**src/rtl/mem_access_pkg.sv**
```systemverilog
// Shared encodings for the load/store sequencer: access sizes, FSM states, memory depth.
package mem_access_pkg;

  localparam int MEM_WORDS_DEFAULT = 1024;

  localparam logic [1:0] SZ_BYTE = 2'b00;
  localparam logic [1:0] SZ_HALF = 2'b01;
  localparam logic [1:0] SZ_WORD = 2'b10;

  typedef enum logic [2:0] {
    ST_IDLE,
    ST_LOAD,
    ST_STORE,
    ST_RMW_RD,
    ST_RMW_WR,
    ST_RESP,
    ST_ERR
  } state_e;

endpackage

```
**src/rtl/lane_merge.sv**
```systemverilog
// Little-endian lane logic: extracts and extends a load lane, and merges a store lane into an old word.
module lane_merge
  import mem_access_pkg::*;
(
  input  logic [1:0]  addr_lo,
  input  logic [1:0]  size,
  input  logic        is_unsigned,
  input  logic [31:0] rd_word,
  input  logic [31:0] old_word,
  input  logic [31:0] wdata,
  output logic [31:0] ext_data,
  output logic [31:0] merged
);

  logic [7:0]  byte_sel;
  logic [15:0] half_sel;

  assign byte_sel = rd_word[{addr_lo, 3'b000} +: 8];
  assign half_sel = addr_lo[1] ? rd_word[31:16] : rd_word[15:0];

  always_comb begin
    ext_data = rd_word;
    merged   = old_word;
    case (size)
      SZ_BYTE: begin
        ext_data = {{24{~is_unsigned & byte_sel[7]}}, byte_sel};
        merged[{addr_lo, 3'b000} +: 8] = wdata[7:0];
      end
      SZ_HALF: begin
        ext_data = {{16{~is_unsigned & half_sel[15]}}, half_sel};
        if (addr_lo[1]) merged[31:16] = wdata[15:0];
        else            merged[15:0]  = wdata[15:0];
      end
      default: ;
    endcase
  end

endmodule

```
**src/rtl/mem_access_unit.sv**
```systemverilog
// Load/store sequencer between the MEM stage and a word-only DataMemory.
// Sub-word stores run as read-modify-write; bad requests are rejected without touching memory.
//
// state     | meaning
// ----------+------------------------------------------------
// ST_IDLE   | ready for a request
// ST_LOAD   | MemRead, capture extended lane into resp_rdata
// ST_STORE  | MemWrite of the full store word
// ST_RMW_RD | MemRead, capture old word into merge register
// ST_RMW_WR | MemWrite of merged word
// ST_RESP   | resp_valid pulse, no error
// ST_ERR    | resp_valid pulse with resp_err
module mem_access_unit
  import mem_access_pkg::*;
#(
  parameter int MEM_WORDS = MEM_WORDS_DEFAULT
) (
  input  logic        clk,
  input  logic        rst_n,
  input  logic        req_valid,
  output logic        req_ready,
  input  logic        req_write,
  input  logic [1:0]  req_size,
  input  logic        req_unsigned,
  input  logic [31:0] req_addr,
  input  logic [31:0] req_wdata,
  output logic        resp_valid,
  output logic [31:0] resp_rdata,
  output logic        resp_err,
  output logic        MemRead,
  output logic        MemWrite,
  output logic [31:0] Address,
  output logic [31:0] WriteData,
  input  logic [31:0] ReadData
);

  localparam logic [31:0] MEM_WORDS_L = 32'(MEM_WORDS);

  state_e      state_q, state_d;
  logic [31:0] addr_q, addr_d;
  logic [1:0]  size_q, size_d;
  logic        unsigned_q, unsigned_d;
  logic [31:0] wdata_q, wdata_d;
  logic [31:0] merge_q, merge_d;
  logic [31:0] rdata_q, rdata_d;
  logic        req_bad;
  logic [31:0] ext_data;
  logic [31:0] merged;

  lane_merge u_lane_merge (
    .addr_lo     (addr_q[1:0]),
    .size        (size_q),
    .is_unsigned (unsigned_q),
    .rd_word     (ReadData),
    .old_word    (merge_q),
    .wdata       (wdata_q),
    .ext_data    (ext_data),
    .merged      (merged)
  );

  always_comb begin
    case (req_size)
      SZ_BYTE: req_bad = 1'b0;
      SZ_HALF: req_bad = req_addr[0];
      SZ_WORD: req_bad = |req_addr[1:0];
      default: req_bad = 1'b1;
    endcase
    if ({2'b00, req_addr[31:2]} >= MEM_WORDS_L) req_bad = 1'b1;
  end

  always_comb begin
    state_d    = state_q;
    addr_d     = addr_q;
    size_d     = size_q;
    unsigned_d = unsigned_q;
    wdata_d    = wdata_q;
    merge_d    = merge_q;
    rdata_d    = rdata_q;
    case (state_q)
      ST_IDLE: begin
        if (req_valid) begin
          addr_d     = req_addr;
          size_d     = req_size;
          unsigned_d = req_unsigned;
          wdata_d    = req_wdata;
          if (req_bad)                 state_d = ST_ERR;
          else if (!req_write)         state_d = ST_LOAD;
          else if (req_size == SZ_WORD) state_d = ST_STORE;
          else                         state_d = ST_RMW_RD;
        end
      end
      ST_LOAD: begin
        rdata_d = ext_data;
        state_d = ST_RESP;
      end
      ST_STORE:  state_d = ST_RESP;
      ST_RMW_RD: begin
        merge_d = ReadData;
        state_d = ST_RMW_WR;
      end
      ST_RMW_WR: state_d = ST_RESP;
      default:   state_d = ST_IDLE;
    endcase
  end

  always_ff @(posedge clk or negedge rst_n) begin
    if (!rst_n) begin
      state_q    <= ST_IDLE;
      addr_q     <= '0;
      size_q     <= SZ_BYTE;
      unsigned_q <= 1'b0;
      wdata_q    <= '0;
      merge_q    <= '0;
      rdata_q    <= '0;
    end else begin
      state_q    <= state_d;
      addr_q     <= addr_d;
      size_q     <= size_d;
      unsigned_q <= unsigned_d;
      wdata_q    <= wdata_d;
      merge_q    <= merge_d;
      rdata_q    <= rdata_d;
    end
  end

  // Strobes are gated by rst_n so a reset asserted mid-write suppresses the commit edge.
  assign req_ready  = (state_q == ST_IDLE);
  assign resp_valid = (state_q == ST_RESP) || (state_q == ST_ERR);
  assign resp_err   = (state_q == ST_ERR);
  assign resp_rdata = rdata_q;
  assign MemRead    = rst_n && ((state_q == ST_LOAD) || (state_q == ST_RMW_RD));
  assign MemWrite   = rst_n && ((state_q == ST_STORE) || (state_q == ST_RMW_WR));
  assign Address    = {addr_q[31:2], 2'b00};
  assign WriteData  = (state_q == ST_STORE)  ? wdata_q :
                      (state_q == ST_RMW_WR) ? merged  : 32'h0;

endmodule

```
**config.mk**
```make
export PLATFORM = sky130hd
export DESIGN_NAME = mem_access_unit
export DESIGN_NICKNAME = d
export VERILOG_FILES = /design/src/rtl/mem_access_pkg.sv /design/src/rtl/lane_merge.sv /design/src/rtl/mem_access_unit.sv
export SDC_FILE = /design/constraint.sdc
export NUM_CORES = 1
export LEC_CHECK = 0
export CAP_MARGIN = 20
export CORE_MARGIN = 2
export CORE_UTILIZATION = 45
export CTS_BUF_LIST = sky130_fd_sc_hd__clkbuf_16
export DETAILED_ROUTE_END_ITERATION = 16
export PLACE_DENSITY = 0.9
export SKIP_CTS_REPAIR_TIMING = 1
export SLEW_MARGIN = 20
export SYNTH_ARGS = -nofsm -noshare
export SYNTH_HDL_FRONTEND = slang
export SYNTH_HIERARCHICAL = 1
export SYNTH_SLANG_ARGS = --single-unit
```
**constraint.sdc**
```tcl
create_clock -name clk -period 2.9 [get_ports clk]
set_clock_uncertainty 0.1 [all_clocks]
set_input_delay 0.435 -clock clk [delete_from_list [all_inputs] [get_ports clk]]
set_output_delay 0.435 -clock clk [all_outputs]
set_load 0.005 [all_outputs]
```
==> results of run 1 <==
[kinds of logic after synthesis]
kind of cell,share of synthesized area
AND/OR/NAND/NOR,0.1073
multiplexers,0.2011
other,0.0004772
adder cells (fa/ha/maj),0.007961
buffers and inverters,0.08247
flip-flops,0.4267
AO/OA/AOI/OAI,0.1729
XOR/XNOR,0.001115
[power breakdown]
group          switching [mW]  total [mW]  internal [mW]
combinational            3.14        7.01           3.86
sequential              0.928        3.75           2.82
clock                   0.830        2.26           1.43
total                    4.90        13.0           8.11
[worst max-delay path, cell delays in order, from the launching register on]
cell and delay (ns):
dfrtp_1 0.39, inv_2 0.16, ha_4 0.25, and4bb_2 0.34, buf_6 0.13, a22oi_1 0.05
o21ai_0 0.22, a22o_1 0.18, clkdlybuf4s50_1 0.52
[synth_stat cells (all sizes together), types with 2 or more instances]
cell     number
dfrtp       134
mux2        131
buf          73
nand2        67
o21ai        54
a21oi        41
a22o         33
nand2b       30
a22oi        28
clkbuf       19
nor2b        19
inv          10
a221o         9
a222oi        7
a31oi         7
ha            5
nor2          5
nor4          5
o2bb2ai       5
nor3b         4
and2          3
mux2i         3
nand3         3
nor3          3
or2           3
and3b         2
nor4bb        2
[path summary, 6_finish.rpt]
check / end / slack [ns] / cells after the start
max: WriteData[26] / -0.29 / 8
min: addr_q[15]$_DFFE_PN0P_ / 0.34 / 2
max reg2reg: resp_rdata[23]$_DFFE_PN0N_ / 0.54 / 8
min reg2reg: unsigned_q$_DFFE_PN0P_ / 0.40 / 1
max in group asynchronous: resp_rdata[17]$_DFFE_PN0N_ / 0.92 / 4
min in group clk: unsigned_q$_DFFE_PN0P_ / 0.40 / 1
[metrics by stage]
step	setup TNS, ns	cell area [sq um]	hold slack, ns	utilization	instances
floorplan	0	7863	0.03941	-	724
global placement	0	9839	0.2250	0.5728	1093
detailed placement	0	9839	0.2210	0.5728	1093
CTS	-8.688	10450	-0.2353	0.6085	1125
global route	-4.670	10750	0.3397	0.6257	1141
finish	-3.069	10750	0.3411	0.6257	1141
[sequential cells by signal, indices dropped and copies added, names as in the netlist]
| signal | cells |
|---|---|
| wdata_q | 32 |
| state_q | 3 |
| unsigned_q | 1 |
| merge_q | 32 |
| resp_rdata | 32 |
| size_q | 2 |
| addr_q | 32 |
[metal layers]
metal / part of all wire / GRT usage / vias to the layer above / routed length [um]
li1: - / - / 2955 / -
met1: 0.39 / 0.3252 / 3247 / 9580
met2: 0.49 / 0.4118 / 394 / 11940
met3: 0.086 / 0.05817 / 91 / 2106
met4: 0.040 / 0.1117 / 0 / 975
met5: 0 / 0 / - / 0
[area by class of cell]
type / instances / share of cell area
tap: 225 / 0.02619
inverter: 10 / 0.003492
clock inverter: 15 / 0.01735
sequential: 134 / 0.3123
timing repair buffer: 252 / 0.2277
clock buffer: 17 / 0.03958
multi-input combinational: 488 / 0.3733
==> key figures, run 1 <==
Clock network
  – CTS clk-pin slew, worst paths: 0.06 ns
  – CTS tree: yes
  – CTS Buf Count: 17
  – CTS root buf: clkbuf_16
  – Clock sink total: 134
  – CTS Buffer Depth: 2
  – H-tree depth: 4
  – Clock latency reported for the late side of the worst-skew pair: 0.42 ns

Layout
  – Most frequent cells in the layout: 178 x clkdlybuf4s50_1, 131 x dfrtp_1, 110 x mux2_2, 67 x nand2_1, 44 x buf_4
  – Nets: 1011
  – Area grow syn2layout: 36.76%
  – Layout cells sized above 1: 0.2806
  – Storage element area: 3357 sq um
  – Commonest non-fill, non-tap cell in the layout: clkdlybuf4s50_1
  – Filler instances: 1329
  – Antenna diodes: 0
  – Multi-input logic area: 4013 sq um

Power and ir drop
  – Total chip power: 13.01 mW
  – Peak supply drop: 0.0006333 V
  – Pwr Density: 1210 nW/um^2
  – Static leakage: approximately 4.7 nW

Place
  – Post-place setup slack: 0.02747 ns
  – Port Buffer Count: 201
  – Gpl congestion: 0.9411
  – HPWL Detailed: 17.04 mm

Logic synthesis
  – Sequential-to-total area share from yosys stat: 0.4267
  – Post-synth EDFFs: 0
  – Top FF cell, synth: dfrtp_1
  – Async set or reset register ratio after synthesis: 1.000
  – Post-synth design cell area: 7859 sq um
  – Ranking of synthesized cells by area: dfrtp_1 43%, mux2_2 16%, buf_4 3.8%
  – Synth area leader: dfrtp_1
  – Syn_area_per_cell: 10.87 sq um
  – Yosys warns: 6
  – Synth top area share: 0.4267
  – Count of different cell masters after synthesis: 61
  – Yosys reg bits: around 130
  – Cells after synthesis: between 700 and 800

STA
  – Post-route setup slack: -0.2906 ns
  – Slew HR: 0.5708
  – Max Fclk: roughly 310 MHz
  – Slew Limit Fails: 0
  – Worst-Margin Slew: around 0.64 ns
  – Fin. Hold Viols: 0
  – Tmin final: 3.191 ns
  – RSZ-0062 raised after global routing: true
  – Final setup viols: 19
  – Tcrit/Tclk final: 1.100

Detailed routing
  – Antenna-violating nets left: 0
  – Initial DRC count: 977
  – Detailed-route DRC error count: 0
  – Pre-Repair DR Iteration Count: 8
  – Total Wirelength: 24.60 mm
  – Vias per std cell: 5.861
  – Vias: roughly 6700
  – WL per Instance: 21.56 um

Floorplan
  – Area of the die: 18540 sq um
  – Die height: 136.2 um
  – Initial Util: 0.4575
  – Core area: 17180 sq um
  – Die X-Extent: 136.2 um
  – Number of top-level pins: 204
  – Num rows: 48

Worst setup path
  – Critical Path AT: 2.66 ns
  – R2r startpoint: addr_q[1]$_DFFE_PN0P_
  – Crit path from: addr_q[1]$_DFFE_PN0P_
  – Worst setup SP type: register
  – Maximum fanout along the worst path: 5
  – CP Class: reg2out
  – Setup crit end kind: output pin
  – WP data required: 2.37 ns

Global route
  – Global-route wire length before repair: roughly 36 mm
  – Largest net degree at the start of global routing: 69
  – Gr ovfl total: 0
  – Total track usage: 0.2541
  – Number of global-route vias before repair: about 6500
  – Antenna violations before repair: 0

Status
  – Failing checks: negative setup slack
  – Status: finished with violations

Flow run
  – Max-capacitance violation count: 0

Hold path
  – Hold crit path type: in2async
Note: power is estimated with default switching activity, not from simulation.
==> run 2, diff against run 1 <==
--- a/config.mk
+++ b/config.mk
@@ -7,10 +7,10 @@
 export LEC_CHECK = 0
 export CAP_MARGIN = 20
 export CORE_MARGIN = 2
-export CORE_UTILIZATION = 45
-export CTS_BUF_LIST = sky130_fd_sc_hd__clkbuf_16
+export CORE_UTILIZATION = 46
+export CTS_BUF_LIST = sky130_fd_sc_hd__clkbuf_8
 export DETAILED_ROUTE_END_ITERATION = 16
-export PLACE_DENSITY = 0.9
+export PLACE_DENSITY = 0.91
 export SKIP_CTS_REPAIR_TIMING = 1
 export SLEW_MARGIN = 20
 export SYNTH_ARGS = -nofsm -noshare
==> run 2 against run 1 <==
Against the previous run: the run still ends with negative setup slack left; via count fell by 0.63%; sequential share of layout area is 0.47 points higher; register-to-register slack got worse by 0.03 ns; critical endpoint is now WriteData[12].
==> key figures, run 2 (synthesized netlist as in run 1, its figures left out) <==
Layout
  – Nets: 998
  – Commonest non-fill, non-tap cell in the layout: clkdlybuf4s50_1
  – Area grow syn2layout: 34.68%
  – Antenna diodes: 0
  – Most frequent cells in the layout: 171 x clkdlybuf4s50_1, 132 x dfrtp_1, 110 x mux2_2, 67 x nand2_1, 33 x a22o_1
  – Layout cells sized above 1: 0.2769
  – Filler instances: 1260

Worst setup path
  – Max stage delay on crit path: between 0.5 and 0.6 ns
  – CP Class: reg2out
  – CP top delay family: buffers and inverters
  – Maximum fanout along the worst path: 8
  – Worst setup SP type: register
  – WP data required: between 2 and 2.5 ns
  – Setup crit end kind: output pin
  – Bufs and invs on worst path: 2
  – Worst path slowest cell: clkdlybuf4s50_1
  – Critical Path AT: 2.61 ns
  – CP cell instances: inv_4 > ha_4 > and3b_2 > a31oi_1 > o21ai_0 > a22o_1 > clkdlybuf4s50_1

Detailed routing
  – Vias per std cell: 5.917
  – Vias: 6645
  – Total Wirelength: 24.19 mm
  – WL per Instance: 21.54 um
  – Pre-Repair DR Iteration Count: 7
  – Detailed-route DRC error count: 0
  – Initial DRC count: 937
  – Antenna-violating nets left: 0

STA
  – Slew HR: 0.5076
  – Tmin final: 3.147 ns
  – Slew Limit Fails: 0
  – Post-route setup slack: -0.2467 ns
  – Final setup viols: 12
  – Max Fclk: 317.8 MHz
  – Worst-Margin Slew: around 0.74 ns
  – Tcrit/Tclk final: 1.085
  – Setup TNS Final: -1.165 ns
  – RSZ-0062 raised after global routing: true
  – Fin. Hold Viols: 0

Clock network
  – CTS root buf: clkbuf_8
  – CTS Buffer Depth: 2
  – CTS clk-pin slew, worst paths: 0.08 ns
  – CTS tree: yes
  – Clock sink total: 134
  – Clock latency reported for the late side of the worst-skew pair: 0.45 ns
  – H-tree depth: 4
  – CTS Buf Count: 17

Global route
  – Total track usage: 0.2588
  – Number of global-route vias before repair: 6381
  – Antenna violations before repair: 0
  – Global-route wire length before repair: 35.93 mm
  – Gr ovfl total: 0
  – Largest net degree at the start of global routing: 59

Floorplan
  – Num rows: 47
  – Core area: 16640 sq um
  – Die X-Extent: ~130 um
  – Die height: about 130 um
  – Initial Util: 0.4722
  – Number of top-level pins: 204
  – Area of the die: approximately 18000 sq um

Place
  – HPWL Detailed: 16.94 mm
  – Gpl congestion: 0.9483
  – Port Buffer Count: 201

Power and ir drop
  – Total chip power: 12.54 mW
  – Pwr Density: 1185 nW/um^2
  – Peak supply drop: ~0.00071 V
  – Static leakage: 4.642 nW

Status
  – Status: finished with violations
  – Failing checks: negative setup slack

Flow run
  – Max-capacitance violation count: 0

Hold path
  – Hold crit path type: in2async
==> run 2: cell types whose count changed in the layout (fill, tap and decap cells not counted), sizes merged <==
cell	previous run	this run
buf	51	39
clkdlybuf4s50	178	171
clkinv	9	3
clkbuf	22	27
dlymetal6s2s	17	20
inv	10	13
bufinv	4	5
==> run 2: cell type report <==
| type | instances | area, sq um | area share |
|---|---|---|---|
| Timing Repair Buffer | 239 | 2431 | 0.2297 |
| Clock buffer | 19 | 261.5 | 0.02471 |
| Clock inverter | 13 | 203.9 | 0.01927 |
| Inverter | 10 | 40.04 | 0.003783 |
| Multi-Input combinational cell | 488 | 4016 | 0.3795 |
| Sequential cell | 134 | 3356 | 0.3171 |
| Tap cell | 220 | 275.3 | 0.02601 |
==> run 2: stage by stage <==
step / setup WS, ns / area (sq um) / hold slack (ns) / utilization / instances
floorplan: 0.1345 / 7863 / 0.03941 / - / 724
global placement: 0.1401 / 9867 / 0.2047 / 0.5929 / 1082
detailed placement: 0.1109 / 9867 / 0.2049 / 0.5929 / 1082
CTS: -0.4023 / 10330 / -0.2868 / 0.6209 / 1114
global route: -0.2763 / 10580 / 0.3218 / 0.6360 / 1123
finish: -0.2467 / 10580 / 0.3077 / 0.6360 / 1123
==> run 2: where the power goes <==
group | internal [mW] | switching [mW] | total [mW]
logic | 3.83 | 3.11 | 6.94
clock network | 1.07 | 0.770 | 1.84
registers | 2.81 | 0.954 | 3.76
total | 7.71 | 4.83 | 12.5
==> run 2: worst paths after layout <==
path / from / cells after the start / end / slack [ns]
hold / removal: rst_n / 2 / resp_rdata[1]$_DFFE_PN0N_ / 0.31
hold reg to reg: addr_q[11]$_DFFE_PN0P_ / 1 / addr_q[11]$_DFFE_PN0P_ / 0.41
setup / recovery: addr_q[0]$_DFFE_PN0P_ / 7 / WriteData[12] / -0.25
max in group asynchronous: rst_n / 4 / wdata_q[30]$_DFFE_PN0P_ / 1.31
setup reg to reg: addr_q[1]$_DFFE_PN0P_ / 8 / resp_rdata[19]$_DFFE_PN0N_ / 0.51
min in group clk: addr_q[11]$_DFFE_PN0P_ / 1 / addr_q[11]$_DFFE_PN0P_ / 0.41
==> run 2: layer usage <==
layer / global-route usage / share of wire / routed length (um) / vias to the layer above
li1: - / - / - / 2933
met2: 0.4208 / 0.49 / 11800 / 397
met1: 0.3316 / 0.39 / 9338 / 3223
met4: 0.1135 / 0.038 / 913 / 0
met5: 0 / 0 / 0 / -
met3: 0.05893 / 0.088 / 2140 / 92
==> run 2: worst register-to-register path: stages (launching register included) <==
cell and delay [ns]:
dfrtp_1 0.37, buf_4 0.16, buf_8 0.24, mux2i_2 0.37, o32ai_4 0.15, nor3_4 0.17
buf_4 0.26, a21oi_1 0.11, mux2_2 0.34
==> run 3, diff against run 2 <==
--- a/config.mk
+++ b/config.mk
@@ -7,7 +7,7 @@
 export LEC_CHECK = 0
 export CAP_MARGIN = 20
 export CORE_MARGIN = 2
-export CORE_UTILIZATION = 46
+export CORE_UTILIZATION = 45
 export CTS_BUF_LIST = sky130_fd_sc_hd__clkbuf_8
 export DETAILED_ROUTE_END_ITERATION = 16
 export PLACE_DENSITY = 0.91
@@ -15,5 +15,4 @@
 export SLEW_MARGIN = 20
 export SYNTH_ARGS = -nofsm -noshare
 export SYNTH_HDL_FRONTEND = slang
-export SYNTH_HIERARCHICAL = 1
 export SYNTH_SLANG_ARGS = --single-unit
==> run 3 against run 2 <==
Against the previous run: the flow still finishes with violations (negative setup slack); power decreased by 3.5%; routed wire length decreased by 2.8%; global-route usage is 0.43 points lower; utilization is 0.68 points higher; critical path depth is 1 higher; sequential power is essentially flat; synthesized cell count is 5.8% lower; register-to-register slack improved by 0.18 ns; largest power group unchanged.
==> key figures, run 3 <==
Status
  – Status: finished with violations
  – Failing checks: negative setup slack

Logic synthesis
  – Syn_area_per_cell: approximately 11 sq um
  – Synth area leader: dfrtp_1
  – Yosys warns: 0
  – Async set or reset register ratio after synthesis: 1.000
  – Post-synth EDFFs: 0
  – Post-synth design cell area: 7371 sq um
  – Synth top area share: 0.4549
  – Commonest cells in the netlist: 134 x dfrtp_1, 91 x mux2_2, 51 x o21ai_0
  – Sequential-to-total area share from yosys stat: 0.4549
  – Top FF cell, synth: dfrtp_1
  – Most common cell in the synthesized netlist: dfrtp_1
  – Yosys reg bits: roughly 130
  – Ranking of synthesized cells by area: dfrtp_1 45%, mux2_2 14%, buf_4 3.8%
  – Cells after synthesis: slightly below 700
  – Count of different cell masters after synthesis: 59

Detailed routing
  – WL per Instance: between 20 and 25 um
  – Pre-Repair DR Iteration Count: 5
  – Vias: 6518
  – Vias per std cell: 5.963
  – Total Wirelength: ~24 mm
  – Detailed-route DRC error count: 0
  – Antenna-violating nets left: 0
  – Initial DRC count: 698

Worst setup path
  – WP data required: 2.37 ns
  – CP cell instances: buf_6 > buf_8 > a21oi_1 > buf_4 > o21ai_0 > o21ai_1 > a21o_1 > clkdlybuf4s50_1
  – Bufs and invs on worst path: 4
  – Worst setup SP type: register
  – Max stage delay on crit path: 0.45 ns
  – CP Class: reg2out
  – CP top delay family: buffers and inverters
  – Setup crit end kind: output pin
  – Maximum fanout along the worst path: 20
  – Critical Path AT: 2.61 ns
  – Worst path slowest cell: clkdlybuf4s50_1

Global route
  – Largest net degree at the start of global routing: roughly 110
  – Total track usage: 0.2545
  – Gr ovfl total: 0
  – Global-route wire length before repair: 34.49 mm
  – Antenna violations before repair: 0
  – Number of global-route vias before repair: 6308

Clock network
  – Clock sink total: about 130
  – CTS clk-pin slew, worst paths: 0.08 ns
  – CTS Buffer Depth: 2
  – H-tree depth: 4
  – CTS tree: yes
  – CTS Buf Count: 17
  – CTS root buf: clkbuf_8
  – Clock latency reported for the late side of the worst-skew pair: 0.45 ns

Layout
  – Area grow syn2layout: 39.03%
  – Layout cells sized above 1: 0.2623
  – Final core utilization: 0.6428
  – Non-filler cells in the finished layout: around 1100
  – Commonest non-fill, non-tap cell in the layout: clkdlybuf4s50_1
  – Nets: slightly below 1000
  – Antenna diodes: 0
  – Storage element area: 3353 sq um
  – Most frequent cells in the layout: 174 x clkdlybuf4s50_1, 134 x dfrtp_1, 91 x mux2_2, 47 x o21ai_0, 45 x nand2_1
  – Filler instances: 1186
  – Multi-input logic area: around 3600 sq um

Place
  – Gpl congestion: about 0.9
  – HPWL Detailed: around 16 mm
  – Port Buffer Count: ~200
  – # placed instances: 1043

Hold path
  – Hold crit path type: in2async

Floorplan
  – Number of top-level pins: around 200
  – Die X-Extent: 132.0 um
  – Area of the die: 17420 sq um
  – Initial Util: 0.4623
  – Core area: 15940 sq um
  – Die height: roughly 130 um
  – Num rows: 46

STA
  – Tmin final: 3.141 ns
  – Final setup viols: 10
  – Worst-Margin Slew: roughly 0.75 ns
  – Max Fclk: 318.4 MHz
  – Slew Limit Fails: 0
  – Tcrit/Tclk final: 1.083
  – RSZ-0062 raised after global routing: true
  – Post-route setup slack: -0.2405 ns
  – Fin. Hold Viols: 0
  – Slew HR: 0.5002

Power and ir drop
  – Peak supply drop: 0.0006008 V
  – Pwr Density: 1181 nW/um^2
  – Static leakage: 4.590 nW

Flow run
  – Max-capacitance violation count: 0
[run 3: power breakdown]
part | switching, mW | leakage, nW | internal [mW] | total [mW]
logic | 2.94 | 2.76 | 3.44 | 6.38
registers | 0.948 | 1.58 | 2.82 | 3.77
clock network | 0.802 | 0.246 | 1.15 | 1.95
total | 4.69 | 4.59 | 7.41 | 12.1
[run 3: worst paths after layout]
check / start / endpoint / slack [ns] / depth (start not counted)
max: addr_q[1]$_DFFE_PN0P_ / WriteData[12] / -0.24 / 8
min: rst_n / merge_q[7]$_DFFE_PN0P_ / 0.33 / 2
max reg2reg: addr_q[1]$_DFFE_PN0P_ / resp_rdata[14]$_DFFE_PN0N_ / 0.69 / 6
min reg2reg: resp_rdata[5]$_DFFE_PN0N_ / resp_rdata[5]$_DFFE_PN0N_ / 0.39 / 2
max in group asynchronous: rst_n / wdata_q[26]$_DFFE_PN0P_ / 1.53 / 3
min in group clk: resp_rdata[5]$_DFFE_PN0N_ / resp_rdata[5]$_DFFE_PN0N_ / 0.39 / 2
[run 3: routing by layer]
metal	share of wire	vias to the layer above	global-route usage	wire (um)
li1	-	2882	-	-
met1	0.38	3129	0.3104	8908
met2	0.48	418	0.4161	11190
met3	0.098	89	0.07113	2302
met4	0.047	0	0.1244	1114
met5	0	-	0	0
[run 3: cell families after synthesis]
| logic type | after synthesis | share of synthesized area |
|---|---|---|
| simple gates | 119 | 0.08556 |
| mux | 111 | 0.1682 |
| other cells | 1 | 0.0005088 |
| fa+ha+maj | 6 | 0.009846 |
| compound gates | 212 | 0.1993 |
| flops | 134 | 0.4549 |
| buf+inv | 97 | 0.08046 |
| xor+xnor | 1 | 0.001188 |
[run 3: through the flow]
step	TNS, ns	cell area [sq um]	total power [mW]	setup slack [ns]	hold WS [ns]
2_1_floorplan	0	7375	7.079	0.4254	0.03941
3_3_place_gp	0	9393	9.415	0.07117	0.2381
3_5_place_dp	0	9393	9.612	0.07158	0.2424
4_1_cts	-11.08	9884	11.59	-0.4599	-0.2531
5_1_grt	-3.263	10250	12.75	-0.3344	0.3526
6_report	-1.369	10250	12.10	-0.2405	0.3290
[run 3: area by class of cell]
class                      instances  area share
clock buffer                      18     0.02418
clock inverter                    14     0.02381
sequential                       134      0.3272
multi-input combinational        451      0.3546
inverter                          10    0.004396
tap                              216     0.02637
timing repair buffer             250      0.2394
